### src/rtl/ps2_pkg.sv
// ps2_pkg: shared definitions for the PS/2 keyboard controller.
//   kbd_state_e    controller state enumeration
//   PS2_*          PS/2 command and response byte values
//   is_consumed()  true for response bytes the controller absorbs and never
//                  forwards to the scancode decoder
package ps2_pkg;

  typedef enum logic [3:0] {
    INIT_SEND,
    INIT_ACK,
    INIT_BAT,
    IDLE,
    CMD_SEND,
    CMD_ACK,
    DATA_SEND,
    DATA_ACK,
    FAULT
  } kbd_state_e;

  localparam logic [7:0] PS2_CMD_RESET    = 8'hFF;
  localparam logic [7:0] PS2_CMD_SET_LED  = 8'hED;
  localparam logic [7:0] PS2_RSP_ACK      = 8'hFA;
  localparam logic [7:0] PS2_RSP_RESEND   = 8'hFE;
  localparam logic [7:0] PS2_RSP_BAT_OK   = 8'hAA;
  localparam logic [7:0] PS2_RSP_ECHO     = 8'hEE;
  localparam logic [7:0] PS2_RSP_BAT_FAIL = 8'hFC;

  function automatic logic is_consumed(input logic [7:0] b);
    return (b == PS2_RSP_ACK)    || (b == PS2_RSP_RESEND) ||
           (b == PS2_RSP_BAT_OK) || (b == PS2_RSP_ECHO)   ||
           (b == PS2_RSP_BAT_FAIL);
  endfunction

endpackage

### src/rtl/ps2_kbd_ctrl.sv
// ps2_kbd_ctrl: PS/2 keyboard host controller. Resets the keyboard, waits for
// its self-test result, forwards scancodes and retries commands that are
// NAKed or unanswered, latching a fault once the retry budget is spent.
// Optional build macro PS2_LED_SYNC_EN adds the Set-LED (0xED) command path.
//
// Parameters
//   TIMEOUT    clk cycles to wait for a keyboard response before resending
//   MAX_RETRY  resends allowed per command byte before FAULT
// Ports
//   clk, reset             rising-edge clock, synchronous active-high reset
//   rx_data, rx_valid      received byte and its one-cycle strobe
//   tx_data, tx_req        command byte to the transceiver and its request
//   tx_ready               transceiver idle; a byte moves when tx_req&tx_ready
//   alpha_led, turbo_led   requested Caps / Scroll LED states
//   scancode, trigger      forwarded byte and its one-cycle strobe
//   kbd_ok, kbd_fault      keyboard initialised / retry limit exhausted
module ps2_kbd_ctrl
  import ps2_pkg::*;
#(
  parameter int TIMEOUT   = 2500000,
  parameter int MAX_RETRY = 3
) (
  input  logic       clk,
  input  logic       reset,
  input  logic [7:0] rx_data,
  input  logic       rx_valid,
  output logic [7:0] tx_data,
  output logic       tx_req,
  input  logic       tx_ready,
  input  logic       alpha_led,
  input  logic       turbo_led,
  output logic [7:0] scancode,
  output logic       trigger,
  output logic       kbd_ok,
  output logic       kbd_fault
);

  localparam int TMR_W = (TIMEOUT > 1) ? $clog2(TIMEOUT + 1) : 1;
  localparam int RTY_W = $clog2(MAX_RETRY + 2);
  // Counting from TIMEOUT-1 down to zero gives TIMEOUT cycles in a wait state.
  localparam logic [TMR_W-1:0] TMR_LOAD = TMR_W'(TIMEOUT - 1);

  kbd_state_e       state_q, state_d;
  logic [7:0]       tx_data_q, tx_data_d;
  logic             tx_req_q, tx_req_d;
  logic [7:0]       scancode_q, scancode_d;
  logic             trigger_q, trigger_d;
  logic             kbd_ok_q, kbd_ok_d;
  logic             kbd_fault_q, kbd_fault_d;
  logic [RTY_W-1:0] retry_q, retry_d;
  logic [TMR_W-1:0] timer_q, timer_d;

  logic       tx_done, rsp_ack, rsp_resend, rsp_bat_ok, rsp_bat_fail, expired;
  logic       retry_req;
  kbd_state_e retry_to;

`ifdef PS2_LED_SYNC_EN
  logic       led_dirty_q, led_dirty_d;
  logic [1:0] led_sent_q, led_sent_d;
  logic [1:0] led_req;
  assign led_req = {alpha_led, turbo_led};
`else
  logic unused_led_inputs;
  assign unused_led_inputs = alpha_led | turbo_led;
`endif

  assign tx_done      = tx_req_q && tx_ready;
  assign rsp_ack      = rx_valid && (rx_data == PS2_RSP_ACK);
  assign rsp_resend   = rx_valid && (rx_data == PS2_RSP_RESEND);
  assign rsp_bat_ok   = rx_valid && (rx_data == PS2_RSP_BAT_OK);
  assign rsp_bat_fail = rx_valid && (rx_data == PS2_RSP_BAT_FAIL);
  assign expired      = (timer_q == '0);

  always_ff @(posedge clk) begin
    if (reset) begin
      state_q     <= INIT_SEND;
      tx_data_q   <= 8'h00;
      tx_req_q    <= 1'b0;
      scancode_q  <= 8'h00;
      trigger_q   <= 1'b0;
      kbd_ok_q    <= 1'b0;
      kbd_fault_q <= 1'b0;
      retry_q     <= '0;
      timer_q     <= TMR_LOAD;
`ifdef PS2_LED_SYNC_EN
      led_dirty_q <= 1'b1;
      led_sent_q  <= 2'b00;
`endif
    end else begin
      state_q     <= state_d;
      tx_data_q   <= tx_data_d;
      tx_req_q    <= tx_req_d;
      scancode_q  <= scancode_d;
      trigger_q   <= trigger_d;
      kbd_ok_q    <= kbd_ok_d;
      kbd_fault_q <= kbd_fault_d;
      retry_q     <= retry_d;
      timer_q     <= timer_d;
`ifdef PS2_LED_SYNC_EN
      led_dirty_q <= led_dirty_d;
      led_sent_q  <= led_sent_d;
`endif
    end
  end

  always_comb begin
    state_d     = state_q;
    tx_data_d   = tx_data_q;
    tx_req_d    = tx_req_q;
    scancode_d  = scancode_q;
    trigger_d   = 1'b0;
    kbd_ok_d    = kbd_ok_q;
    kbd_fault_d = kbd_fault_q;
    retry_d     = retry_q;
    timer_d     = timer_q;
    retry_req   = 1'b0;
    retry_to    = INIT_SEND;
`ifdef PS2_LED_SYNC_EN
    led_dirty_d = led_dirty_q;
    led_sent_d  = led_sent_q;
`endif

    // Scancode forwarding is independent of the command sequencer.
    if (rx_valid && !is_consumed(rx_data) && (state_q != FAULT)) begin
      trigger_d  = 1'b1;
      scancode_d = rx_data;
    end

    case (state_q)
      INIT_SEND: begin
        if (tx_done) begin
          tx_req_d = 1'b0;
          state_d  = INIT_ACK;
          timer_d  = TMR_LOAD;
        end else begin
          tx_req_d = 1'b1;
          // Only load while idle so the byte cannot change under a pending request.
          if (!tx_req_q) tx_data_d = PS2_CMD_RESET;
        end
      end
      INIT_ACK: begin
        if (rsp_ack) begin
          retry_d = '0;
          state_d = INIT_BAT;
          timer_d = TMR_LOAD;
        end else if (rsp_resend || expired) begin
          retry_req = 1'b1;
          retry_to  = INIT_SEND;
        end else begin
          timer_d = timer_q - 1'b1;
        end
      end
      INIT_BAT: begin
        if (rsp_bat_ok) begin
          retry_d  = '0;
          kbd_ok_d = 1'b1;
          state_d  = IDLE;
        end else if (rsp_bat_fail || expired) begin
          // A failed self-test re-sends reset and is charged to the same
          // budget, so a permanently broken keyboard ends in FAULT.
          retry_req = 1'b1;
          retry_to  = INIT_SEND;
        end else begin
          timer_d = timer_q - 1'b1;
        end
      end
      IDLE: begin
`ifdef PS2_LED_SYNC_EN
        if (led_dirty_q) begin
          state_d   = CMD_SEND;
          tx_data_d = PS2_CMD_SET_LED;
        end
`endif
      end
`ifdef PS2_LED_SYNC_EN
      CMD_SEND, DATA_SEND: begin
        // tx_data was loaded on entry and is kept for any resend.
        if (tx_done) begin
          tx_req_d = 1'b0;
          state_d  = (state_q == CMD_SEND) ? CMD_ACK : DATA_ACK;
          timer_d  = TMR_LOAD;
        end else begin
          tx_req_d = 1'b1;
        end
      end
      CMD_ACK: begin
        if (rsp_ack) begin
          retry_d   = '0;
          state_d   = DATA_SEND;
          tx_data_d = {5'b0, alpha_led, 1'b0, turbo_led};
        end else if (rsp_resend || expired) begin
          retry_req = 1'b1;
          retry_to  = CMD_SEND;
        end else begin
          timer_d = timer_q - 1'b1;
        end
      end
      DATA_ACK: begin
        if (rsp_ack) begin
          retry_d = '0;
          state_d = IDLE;
        end else if (rsp_resend || expired) begin
          retry_req = 1'b1;
          retry_to  = DATA_SEND;
        end else begin
          timer_d = timer_q - 1'b1;
        end
      end
`endif
      FAULT: begin
        tx_req_d = 1'b0;
      end
      default: state_d = INIT_SEND;
    endcase

    if (retry_req) begin
      if (int'(retry_q) >= MAX_RETRY) begin
        state_d     = FAULT;
        kbd_fault_d = 1'b1;
        kbd_ok_d    = 1'b0;
      end else begin
        retry_d = retry_q + 1'b1;
        state_d = retry_to;
      end
    end

`ifdef PS2_LED_SYNC_EN
    // Dirty tracks "requested LEDs differ from what the keyboard last got";
    // a change during a running sequence leaves it set so another follows.
    if ((state_q == DATA_SEND) && tx_done) begin
      led_sent_d  = {tx_data_q[2], tx_data_q[0]};
      led_dirty_d = (led_req != {tx_data_q[2], tx_data_q[0]});
    end else if ((led_req != led_sent_q) || ((state_q == IDLE) && rsp_bat_ok)) begin
      led_dirty_d = 1'b1;
    end
`endif
  end

  assign tx_data   = tx_data_q;
  assign tx_req    = tx_req_q;
  assign scancode  = scancode_q;
  assign trigger   = trigger_q;
  assign kbd_ok    = kbd_ok_q;
  assign kbd_fault = kbd_fault_q;

endmodule

### config.mk
export PLATFORM = sky130hd
export DESIGN_NAME = ps2_kbd_ctrl
export DESIGN_NICKNAME = d
export VERILOG_FILES = /design/src/rtl/ps2_pkg.sv /design/src/rtl/ps2_kbd_ctrl.sv
export SDC_FILE = /design/constraint.sdc
export NUM_CORES = 1
export LEC_CHECK = 0
export CAP_MARGIN = 10
export CORE_ASPECT_RATIO = 0.7
export CORE_MARGIN = 2
export CORE_UTILIZATION = 55
export DETAILED_ROUTE_END_ITERATION = 10
export GPL_ROUTABILITY_DRIVEN = 0
export HOLD_SLACK_MARGIN = 0.1
export PLACE_DENSITY = 0.78
export SLEW_MARGIN = 40
export SYNTH_ARGS = -nofsm -noshare
export SYNTH_HDL_FRONTEND = slang
export SYNTH_SLANG_ARGS = --single-unit
### constraint.sdc
create_clock -name clk -period 3.04 [get_ports clk]
set_input_delay 0.456 -clock clk [delete_from_list [all_inputs] [get_ports clk]]
set_output_delay 0.456 -clock clk [all_outputs]
set_load 0.03 [all_outputs]
==> impl_metrics.yaml <==
outcome:
  status: "finished clean"
synthesis:
  synthDistinctLibCells: 62
  synth.area.top_cells: "dfxtp_1, nor2_1, mux2i_1, nor3_1, a21oi_1"
  synth_top_area_share_pct: 32.2
  synth_fp_nets: 323
  synthesis.area_sq_um: 2550
  synth_ff_type: "dfxtp_1"
  post_synth.cell_area_avg_sq_um: 8.33
  yosys_register_bits: 41
  synthArstFlopShare_pct: 0
  yosys.area.top_type: "dfxtp_1"
  synth_warnings: 0
  yosysSeqAreaShare_pct: 32.2
  synth_cells: 306
  synth_edf_count: 0
final_layout:
  layout_common_cells: "dfxtp_1, clkdlybuf4s50_1, nor2_1"
  finalInstanceArea_sq_um: 3030
  drive_above_1_share_pct: 11.3
  area_growth_pct: 18.7
  nets: 351
  final_common_cell: "dfxtp_1"
  n_antenna_cell: 0
  nFillCells: 360
pwr:
  leakagePower_nw: 1.17
  swShare_pct: 26.4
  pwr-share-comb_pct: 16.5
  p_seq_share_pct: 43.1
  p_int_mw: 0.966
  power.density_nw_per_um2: 433
  vdd_drop_max_v: 0.000343
  p_sw_mw: 0.346
  pwr-share-clk_pct: 40.4
timing:
  worst_clock_skew_ns: 0.00452
  finalMaxSlewViolations: 0
  post-route-min-period_ns: 2.73
  finalHoldViolCount: 0
  finalCritPeriodShare_pct: 89.8
  fin_ws_ns: 0.310
  fmax_mhz: 366
  worstMarginPinSlew_ns: 0.818
  slew_headroom_pct: 44.9
  tns_ns: 0
  rsz0062_at_grt: "no"
  holdWs_ns: 0.465
  setup_viol: 0
floorplanning:
  die_area_sq_um: 5210
  core_area_sq_um: 4400
  row_count: 20
  die_y_microns: 61.0
  ios: 34
  die_w_microns: 85.4
  start_util_pct: 57.9
clock_tree:
  clk_pin_slew_ns: 0.08
  cts_buffer_depth: 2
  cts_tree: "built"
  cts_resized: 0
  cts-root-buf: "clkbuf_8"
  numCtsBuffers: 5
  post_cts_buffers: 0
  h-tree-depth: 2
  ctsHoldBuffers: 0
  clkLatencyLatePin_ns: 0.30
  clkSinkCount: 41
drt:
  routed_wl_microns: 6810
  post_drt_wl_per_cell_microns: 17.5
  num_vias: 2551
  vias_per_cell: 6.54
  drt_iter0_drc: 420
  drc: 0
  firstDrtPassIters: 5
  ant_nets: 0
setup_path:
  cp.arrival_ns: 2.92
  crit_required_ns: 3.23
  start_kind: "register"
  crit_slowest_cell: "o211a_1"
  path_max_fanout: 19
  crit_chain: "inv_1, ha_1, or3b_1, nor3b_1, o211a_1, nor2_4, a221o_1"
  path_class: "register to register"
  end_kind: "register"
  max_stage_delay_ns: 0.66
global_route:
  grt_util_all_layers_pct: 27.1
  grt_pass1_wl_microns: 11100
  antenna_found_initial: 0
  grt_max_degree: 20
  gr-total-overflow: 0
  grt_pass1_vias: 2186
placed_design:
  pre_cts_ws_ns: 0.333
  place_area_sq_um: 2890
  numPortBuffers: 31
  place_hpwl_microns: 4870
flow_run:
  max-cap-violations: 0
hold_path:
  hold_path_class: "register to register"
worst paths after layout:
path | startpoint | end | slack [ns] | cells after the start
worst max-delay path | timer_q[0] | timer_q[20] | 0.31 | 7
worst min-delay path | kbd_fault | kbd_fault | 0.46 | 2
worst max register to register | timer_q[0] | timer_q[20] | 0.31 | 7
worst min register to register | kbd_fault | kbd_fault | 0.46 | 2
power groups by stage:
| stage | clock network, mW | logic, mW | registers, mW |
|---|---|---|---|
| CTS | 0.538 | 0.214 | 0.566 |
| detailed placement | 0 | 0.213 | 0.578 |
| global route | 0.556 | 0.231 | 0.569 |
| finish | 0.530 | 0.216 | 0.566 |
| floorplan | 0 | 0.118 | 0.594 |
| global placement | 0 | 0.211 | 0.577 |
layer usage:
metal	track usage (%)	routed length (microns)	vias to the layer above
li1	-	-	1231
met1	42.2	3350	1195
met2	36.9	2780	117
met3	5.85	609	8
met4	7.94	72	0
met5	0	0	-
per-stage QoR:
step,instances,power (mW),utilization (%)
finish,390,1.31,68.7
global route,390,1.36,68.7
CTS,390,1.32,68.7
detailed placement,382,0.790,65.7
global placement,382,0.788,65.7
floorplan,306,0.712,-
synthesized netlist by cell type, types with 5 or more instances:
| library cell | count |
|---|---|
| a211oi_1 | 6 |
| nor2_1 | 28 |
| inv_1 | 10 |
| mux2i_1 | 9 |
| and4_1 | 6 |
| nor3_1 | 18 |
| buf_2 | 5 |
| nand4_1 | 10 |
| buf_4 | 8 |
| and3_1 | 8 |
| or4_1 | 5 |
| nand3_1 | 9 |
| clkbuf_1 | 6 |
| nand2_1 | 15 |
| nor4_1 | 11 |
| dfxtp_1 | 41 |
| a21oi_1 | 16 |
| or3_1 | 7 |
| o21ai_0 | 9 |
cell type report:
type / count / area, sq um / area share [%]
repair buffers: 45 / 415 / 13.7
clock inverters: 3 / 65.1 / 2.15
inverters: 10 / 37.5 / 1.24
well taps: 55 / 68.8 / 2.27
multi-input cells: 231 / 1550 / 51.2
clock buffers: 5 / 68.8 / 2.27
flip-flops and latches: 41 / 821 / 27.1
cell families (layout without fill, tap and decap cells):
family / count (synthesis) / after routing / share of synthesized area [%]
fa+ha+maj: 4 / 4 / 1.86
simple gates: 148 / 148 / 35.3
buf+inv: 34 / 63 / 7.02
flops: 41 / 41 / 32.2
mux: 9 / 9 / 3.53
compound gates: 70 / 70 / 20.1
worst max-delay path, delay by kind of cell (launching register included):
kind            cells  cell delay [ns]
compound gates      2             1.01
simple gates        3             0.95
flops               1             0.36
fa+ha+maj           1             0.21
buf+inv             1             0.10
state kept, by name (all words and copies together) (netlist names):
register and count:
kbd_fault 1, kbd_ok 1, retry_q 3, scancode 8, state_q 3, timer_q 22
trigger 1, tx_data 1, tx_req 1
(Power assumes the default switching activity.)
